`src/rtl/operacion_pkg.sv`:
```
// Shared types and constants for the operacion scheduler and its
// iterative multiplier.
package operacion_pkg;

  localparam int W_DEF = 8;
  localparam int ITER  = W_DEF;

  localparam logic PORT0 = 1'b0;
  localparam logic PORT1 = 1'b1;

  typedef enum logic [1:0] {
    S_IDLE = 2'd0,
    S_MUL  = 2'd1,
    S_FIN  = 2'd2,
    S_DONE = 2'd3
  } state_e;

endpackage

```
`src/rtl/operacion_mul_iter.sv`:
```
// W x W unsigned shift-add multiplier: one partial product per cycle,
// product valid W cycles after start.
module operacion_mul_iter
  import operacion_pkg::*;
#(
  parameter int W = W_DEF
) (
  input  logic           clk,
  input  logic           rst_n,
  input  logic           start_i,
  input  logic [W-1:0]   mcand_i,
  input  logic [W-1:0]   mplier_i,
  output logic [2*W-1:0] product_o,
  output logic           valid_o
);

  localparam int CW = (W > 1) ? $clog2(W) : 1;
  localparam logic [CW-1:0] CNT_LAST = CW'(W - 1);

  logic [2*W-1:0] acc_q, acc_d;
  logic [2*W-1:0] mcand_q, mcand_d;
  logic [W-1:0]   mplier_q, mplier_d;
  logic [CW-1:0]  cnt_q, cnt_d;
  logic           run_q, run_d;
  logic           valid_q, valid_d;

  // NOTE: every signal assigned here gets a default first so no latch is inferred.
  always_comb begin
    acc_d    = acc_q;
    mcand_d  = mcand_q;
    mplier_d = mplier_q;
    cnt_d    = cnt_q;
    run_d    = run_q;
    valid_d  = valid_q;
    if (start_i) begin
      acc_d    = '0;
      mcand_d  = {{W{1'b0}}, mcand_i};
      mplier_d = mplier_i;
      cnt_d    = '0;
      run_d    = 1'b1;
      valid_d  = 1'b0;
    end else if (run_q) begin
      if (mplier_q[0]) acc_d = acc_q + mcand_q;
      mcand_d  = mcand_q << 1;
      mplier_d = mplier_q >> 1;
      cnt_d    = cnt_q + 1'b1;
      if (cnt_q == CNT_LAST) begin
        run_d   = 1'b0;
        valid_d = 1'b1;
      end
    end
  end

  // NOTE: sequential state uses non-blocking assignments so all registers update together.
  always_ff @(posedge clk or negedge rst_n) begin
    if (!rst_n) begin
      acc_q    <= '0;
      mcand_q  <= '0;
      mplier_q <= '0;
      cnt_q    <= '0;
      run_q    <= 1'b0;
      valid_q  <= 1'b0;
    end else begin
      acc_q    <= acc_d;
      mcand_q  <= mcand_d;
      mplier_q <= mplier_d;
      cnt_q    <= cnt_d;
      run_q    <= run_d;
      valid_q  <= valid_d;
    end
  end

  assign product_o = acc_q;
  assign valid_o   = valid_q;

endmodule

```
`src/rtl/operacion_sched.sv`:
```
// Round-robin scheduler sharing one operacion unit (X+Y*X or X*X-Y)
// between two requesters; IDLE -> MUL (W cycles) -> FIN -> DONE.
module operacion_sched
  import operacion_pkg::*;
#(
  parameter int W = W_DEF
) (
  input  logic           clk,
  input  logic           rst_n,
  input  logic [1:0]     req,
  input  logic [1:0]     c,
  input  logic [W-1:0]   x0,
  input  logic [W-1:0]   y0,
  input  logic [W-1:0]   x1,
  input  logic [W-1:0]   y1,
  output logic [1:0]     ack,
  output logic [1:0]     done,
  output logic [2*W-1:0] res0,
  output logic [2*W-1:0] res1,
  output logic           busy
);

  localparam int CW = (ITER > 1) ? $clog2(ITER) : 1;
  localparam logic [CW-1:0] CNT_LAST = CW'(ITER - 1);

  state_e         state_q, state_d;
  logic [CW-1:0]  cnt_q, cnt_d;
  logic           last_q, last_d;
  logic           gnt_q, gnt_d;
  logic           c_q, c_d;
  logic [W-1:0]   x_q, x_d, y_q, y_d;
  logic [1:0]     ack_q, ack_d, done_q, done_d;
  logic [2*W-1:0] res0_q, res0_d, res1_q, res1_d;
  logic           busy_q, busy_d;

  logic           accept;
  logic           gnt_sel;
  logic [W-1:0]   x_sel, y_sel;
  logic [2*W-1:0] product;
  logic           mul_valid;
  logic [2*W-1:0] fin_val;

  // Ties go to the port that was not served last.
  always_comb begin
    case (req)
      2'b01:   gnt_sel = PORT0;
      2'b10:   gnt_sel = PORT1;
      2'b11:   gnt_sel = ~last_q;
      default: gnt_sel = PORT0;
    endcase
  end

  assign accept = (state_q == S_IDLE) && (|req);
  assign x_sel  = (gnt_sel == PORT1) ? x1 : x0;
  assign y_sel  = (gnt_sel == PORT1) ? y1 : y0;

  operacion_mul_iter #(.W(W)) u_mul (
    .clk       (clk),
    .rst_n     (rst_n),
    .start_i   (accept),
    .mcand_i   (x_sel),
    .mplier_i  (c[gnt_sel] ? y_sel : x_sel),
    .product_o (product),
    .valid_o   (mul_valid)
  );

  assign fin_val = c_q ? (product + {{W{1'b0}}, x_q})
                       : (product - {{W{1'b0}}, y_q});

  always_ff @(posedge clk or negedge rst_n) begin
    if (!rst_n) state_q <= S_IDLE;
    else        state_q <= state_d;
  end

  always_comb begin
    state_d = state_q;
    case (state_q)
      S_IDLE:  if (|req) state_d = S_MUL;
      S_MUL:   if (cnt_q == CNT_LAST) state_d = S_FIN;
      S_FIN:   state_d = S_DONE;
      S_DONE:  state_d = S_IDLE;
      default: state_d = S_IDLE;
    endcase
  end

  always_comb begin
    cnt_d  = cnt_q;
    last_d = last_q;
    gnt_d  = gnt_q;
    c_d    = c_q;
    x_d    = x_q;
    y_d    = y_q;
    ack_d  = 2'b00;
    done_d = 2'b00;
    res0_d = res0_q;
    res1_d = res1_q;
    busy_d = (state_d != S_IDLE);
    case (state_q)
      S_IDLE: begin
        cnt_d = '0;
        if (accept) begin
          gnt_d          = gnt_sel;
          last_d         = gnt_sel;
          c_d            = c[gnt_sel];
          x_d            = x_sel;
          y_d            = y_sel;
          ack_d[gnt_sel] = 1'b1;
        end
      end
      S_MUL: cnt_d = cnt_q + 1'b1;
      S_FIN: begin
        if (mul_valid) begin
          if (gnt_q == PORT1) res1_d = fin_val;
          else                res0_d = fin_val;
        end
        done_d[gnt_q] = 1'b1;
      end
      default: ;
    endcase
  end

  always_ff @(posedge clk or negedge rst_n) begin
    if (!rst_n) begin
      cnt_q  <= '0;
      last_q <= PORT1;
      gnt_q  <= PORT0;
      c_q    <= 1'b0;
      x_q    <= '0;
      y_q    <= '0;
      ack_q  <= 2'b00;
      done_q <= 2'b00;
      res0_q <= '0;
      res1_q <= '0;
      busy_q <= 1'b0;
    end else begin
      cnt_q  <= cnt_d;
      last_q <= last_d;
      gnt_q  <= gnt_d;
      c_q    <= c_d;
      x_q    <= x_d;
      y_q    <= y_d;
      ack_q  <= ack_d;
      done_q <= done_d;
      res0_q <= res0_d;
      res1_q <= res1_d;
      busy_q <= busy_d;
    end
  end

  assign ack  = ack_q;
  assign done = done_q;
  assign res0 = res0_q;
  assign res1 = res1_q;
  assign busy = busy_q;

endmodule

```
`config.mk`:
```
export PLATFORM = sky130hd
export DESIGN_NAME = operacion_sched
export DESIGN_NICKNAME = d
export VERILOG_FILES = /design/src/rtl/operacion_pkg.sv /design/src/rtl/operacion_mul_iter.sv /design/src/rtl/operacion_sched.sv
export SDC_FILE = /design/constraint.sdc
export NUM_CORES = 1
export LEC_CHECK = 0
export CORE_ASPECT_RATIO = 0.9
export CORE_MARGIN = 5
export CORE_UTILIZATION = 52
export DETAILED_ROUTE_END_ITERATION = 10
export GPL_ROUTABILITY_DRIVEN = 0
export PLACE_DENSITY = 0.84
export SLEW_MARGIN = 0
export SYNTH_ARGS = -nofsm -noshare
export SYNTH_HDL_FRONTEND = slang
export SYNTH_SLANG_ARGS = --single-unit
```
`constraint.sdc`:
```
create_clock -name clk -period 4 [get_ports clk]
set_clock_uncertainty 0.1 [all_clocks]
set_input_delay 0.8 -clock clk [delete_from_list [all_inputs] [get_ports clk]]
set_output_delay 0.8 -clock clk [all_outputs]
set_load 0.01 [all_outputs]
```
Word-level counts from Yosys, hierarchy flattened. Index checks and enable logic that the tools add are counted. Widths: inputs -> output; s select.

Input port bits: 38. Output and inout port bits: 37. Register bits after elaboration: 106.

Bitwise gates (word level): 2. Equality and inequality tests: 7. Reduce and logical (&&, ||, !) cells: 15. Muxes and demuxes: 33. Magnitude comparators: 4. $add $sub $neg: 5.

Operators by type and width (number): $mux 16 (6); $mux 8 (5); $add 16x16->16 (1); $add 16x8->16 (1); $sub 16x8->16 (1); $mux 1 (10); $mux 2 (5); $reduce_bool 2->1 (5); $eq 2x2->1 const B (4); $pmux 2 s4 (1); $add 3x1->3 const B (2); $eq 3x3->1 const B (2); $mux 3 (2); $pmux 3 s2 (1); $reduce_and 2->1 (3); $reduce_and 3->1 (2); $lt 1x2->1 const B (2); $logic_and 1x1->1 (3); $demux 1 s1 (2); $eq 2x1->1 const B (1); $ge 1x1->1 const B (2); $logic_not 2->1 (1); $not 1->1 (2); $pmux 1 s2 (1); $reduce_or 2->1 (1).

Depth between registers and ports, before layout.
Depth after elaboration: 8. Mapped depth: 13. Gate-level depth less buffers: 13.

Cells and area by module. From an unflattened synthesis, not the netlist that was laid out.

Cell total of the unflattened synthesis: 697. Area total of the unflattened synthesis: 6448.7 um^2.

Modules (own cells, without submodules): operacion_sched (cells each 416, instances 1, area an instance 3804.9 um^2); operacion_mul_iter (cells each 281, instances 1, area an instance 2643.8 um^2).

Worst setup path after synthesis. OpenSTA, ideal clock, no wires.

Kind: reg-to-reg. Start point: reg y_q[4]. End point: reg res1_q[14], in the netlist res1[14]. Path buffers: 0. Period minus slack after synthesis: 3.207 ns. Data arrival time: 2.981 ns. Library setup time: 0.126 ns. Required time: 3.774 ns. Cell stages (with the launch flop): 12. Slack: 0.793 ns. Cell sequence: dfrtp_1 > or4_1 > nor4_1 > ha_1 > mux2_2 > ha_1 > a21oi_1 > o211ai_1 > a41oi_1 > a22oi_1 > xnor2_1 > o21ai_1.

Cells in the longest elaborated chain, start to end: 2.

Ends and longest elaborated chain: start: declaration (line operacion_sched.sv:31) `logic [W-1:0] x_q, x_d, y_q, y_d;`; start signal: assignment (line operacion_sched.sv:141) `y_q <= y_d;`; $sub 16x8->16 (line operacion_sched.sv:68) `: (product - {{W{1'b0}}, y_q});`; $mux 16 (line operacion_sched.sv:67) `assign fin_val = c_q ? (product + {{W{1'b0}}, x_q})`; end signal: assignment (line operacion_sched.sv:145) `res1_q <= res1_d;`; end: declaration (line operacion_sched.sv:33) `logic [2*W-1:0] res0_q, res0_d, res1_q, res1_d;`.

No other way between the ends. A chain may end at the register's enable or synchronous reset.

Final worst setup path. Same ends and word-level chain as after synthesis.

==> out/metrics.cfg <==
[timing]
fmax_mhz=275
fin_crit_ps=3630
slew_headroom_pct=25.0
tightest_slew_ps=1120
holdWs_ps=383
hold_viol=0
post-route-period-util_pct=90.9
tns_ps=0
finalSetupViolations=0
drv_slew=0
grt_setup_unrepaired=no

[synthesis]
syn_area_um2=6240
synth_commonest_cells=nand2_1, dfrtp_1, o21ai_0
synth.distinct_cells=54
synth-edff-count=0
netlist.top_cell.by_area=dfrtp_1
ys_seq_elements=106
syn-num-nets=758
async_flop_share_pct=100
yosysMostFrequentCell=nand2_1
synth_area_leaders=dfrtp_1, ha_1, nand2_1
synthFlopType=dfrtp_1
synth_top_area_share_pct=42.1
synthCells=681
syn_avg_cell_area_um2=9.16
yosysSeqAreaShare_pct=42.6
yosys_warnings=0

[floorplan]
rows=38
io_pins=75
fp.dieH_um=114
start_util_pct=52.5
die_area_um2=14300
coreArea_um2=11900
die_width_um=125

[layout]
drive_gt1_share_pct=5.52
area_growth_pct=19.1
fillers=972
n_antenna_cell=0
final_area_um2=7420
nNetsFinal=815
stdcell_count=903

[worst_setup_path]
worstPathRequired_ps=4100
arrival_ps=3730
worstSetupStartpointType=flop
worstSetupPathType=reg -> reg
crit_fanout=7
endpoint_kind=flop

[power_and_ir_drop]
ir_drop_uv=557
power_mw=6.33
powerDensity_nw_per_um2=852
p_leak_nw=3.41

[detailed_routing]
wire_per_inst_um=16.2
vias=5263
dr.pass1.iters=5
first_iter_violations=237
viasPerCell=5.83
drc=0
totalWireLength_um=14600
ant_nets=0

[global_routing]
globalRouteOverflowTotal=0
met3_usage_pct=4.96
met1_usage_pct=28.0
grt_antenna_before_repair=0
grt_max_degree=92
grtUsageTotal_pct=20.9
grt.busiest_layer=met2
grt_pass1_vias=5268
use_met2_pct=34.4
grt_pass1_wl_um=24900

[placed_design]
port_buffers=74
hpwl_um=11000
place_area_um2=7100
placed_cells=887

[clock_tree]
cts_inserted_buffers=9
htreeDepth=3
cts_setup_buffers=0
cts_resized=0
clkLatencyLatePin_ps=350
cts_hold_buffers=0
path_clk_slew_ps=70
cts_buffer_depth=2
cts_tree=yes
cts_num_sinks=106
root_buffer=clkbuf_16

[run_status]
status=finished clean

[job]
maxCapViolations=0

[worst_hold_path]
hold_path_class=reg -> reg

-- layout by cell type (no fill, tap or decap), drive strengths merged, types with 3 or more instances in the layout --
master,count
nand3b,4
o31ai,4
nand3,16
inv,13
nor2b,5
a21o,14
xor2,13
nand2,112
a21boi,8
mux2,8
buf,10
mux2i,40
nor4,4
o21bai,3
and3,3
o211ai,4
nor2,47
dfrtp,105
or4,3
clkdlybuf4s50,73
a211oi,9
a31oi,13
and2,5
a21oi,46
xnor2,11
o21ai,60
clkbuf,12
nor3,9
ha,37
o21a,21
nor4b,5
-- layer usage --
layer / vias up / share of wire, %
met2: 178 / 46
met1: 2527 / 46
li1: 2540 / -
met5: - / 0
met3: 18 / 6.9
met4: 0 / 1.2
-- power by group --
group / total [mW] / leakage [nW] / switching [mW] / internal (mW)
combinational: 3.56 / 1.92 / 2.02 / 1.54
sequential: 1.83 / 1.34 / 0.341 / 1.49
clock: 0.944 / 0.156 / 0.402 / 0.541
-- worst paths after layout --
check                                    start                    to  slack [ps]  cells past startpoint
setup / recovery            y_q[4]$_DFFE_PN0P_  res1[14]$_DFFE_PN0P_         370                     11
hold / removal             res1[7]$_DFFE_PN0P_   res1[7]$_DFFE_PN0P_         380                      2
setup reg to reg            y_q[4]$_DFFE_PN0P_  res1[14]$_DFFE_PN0P_         370                     11
hold reg to reg            res1[7]$_DFFE_PN0P_   res1[7]$_DFFE_PN0P_         380                      2
max in group asynchronous                rst_n    y_q[2]$_DFFE_PN0P_        2450                      2
min in group asynchronous                rst_n  res0[10]$_DFFE_PN0P_         540                      1
-- metrics by stage --
step	utilization (%)	worst slack (ps)
floorplan	-	793
finish	62.5	365
global route	62.5	178
CTS	62.5	363
global placement	59.8	516
detailed placement	59.8	414
-- layout make-up --
| type | count | area [um^2] | share of cell area, % |
|---|---|---|---|
| clock inverters | 4 | 55.1 | 0.741 |
| clock buffers | 12 | 267 | 3.59 |
| inverters | 11 | 41.3 | 0.556 |
| flip-flops and latches | 106 | 2650 | 35.7 |
| well taps | 160 | 200 | 2.70 |
| repair buffers | 83 | 806 | 10.9 |
| multi-input cells | 527 | 3400 | 45.8 |
-- cell families after synthesis --
| group | Yosys count | share of synthesized area [%] |
|---|---|---|
| fa+ha+maj | 39 | 8.07 |
| compound gates | 196 | 19.5 |
| flops | 106 | 42.6 |
| simple gates | 220 | 15.6 |
| xor+xnor | 24 | 3.37 |
| buf+inv | 48 | 2.97 |
| mux | 48 | 7.87 |
-- sequential cells by signal (all words and copies together), names as in the netlist, 3 cells and up --
name,cells
cnt_q,3
res0,16
res1,16
u_mul.cnt_q,3
u_mul.mcand_q,16
u_mul.mplier_q,8
u_mul.product_o,16
x_q,8
y_q,8
-- critical path, stage by stage (launching register included) --
cell,delay (ps)
dfrtp_1,430
or4_1,580
nor4_1,230
ha_1,290
mux2_2,290
ha_1,370
a21oi_1,210
o211ai_1,170
a41oi_1,340
a22oi_1,160
xnor2_1,200
o21ai_1,90
Note: power is estimated with default switching activity, not from simulation.
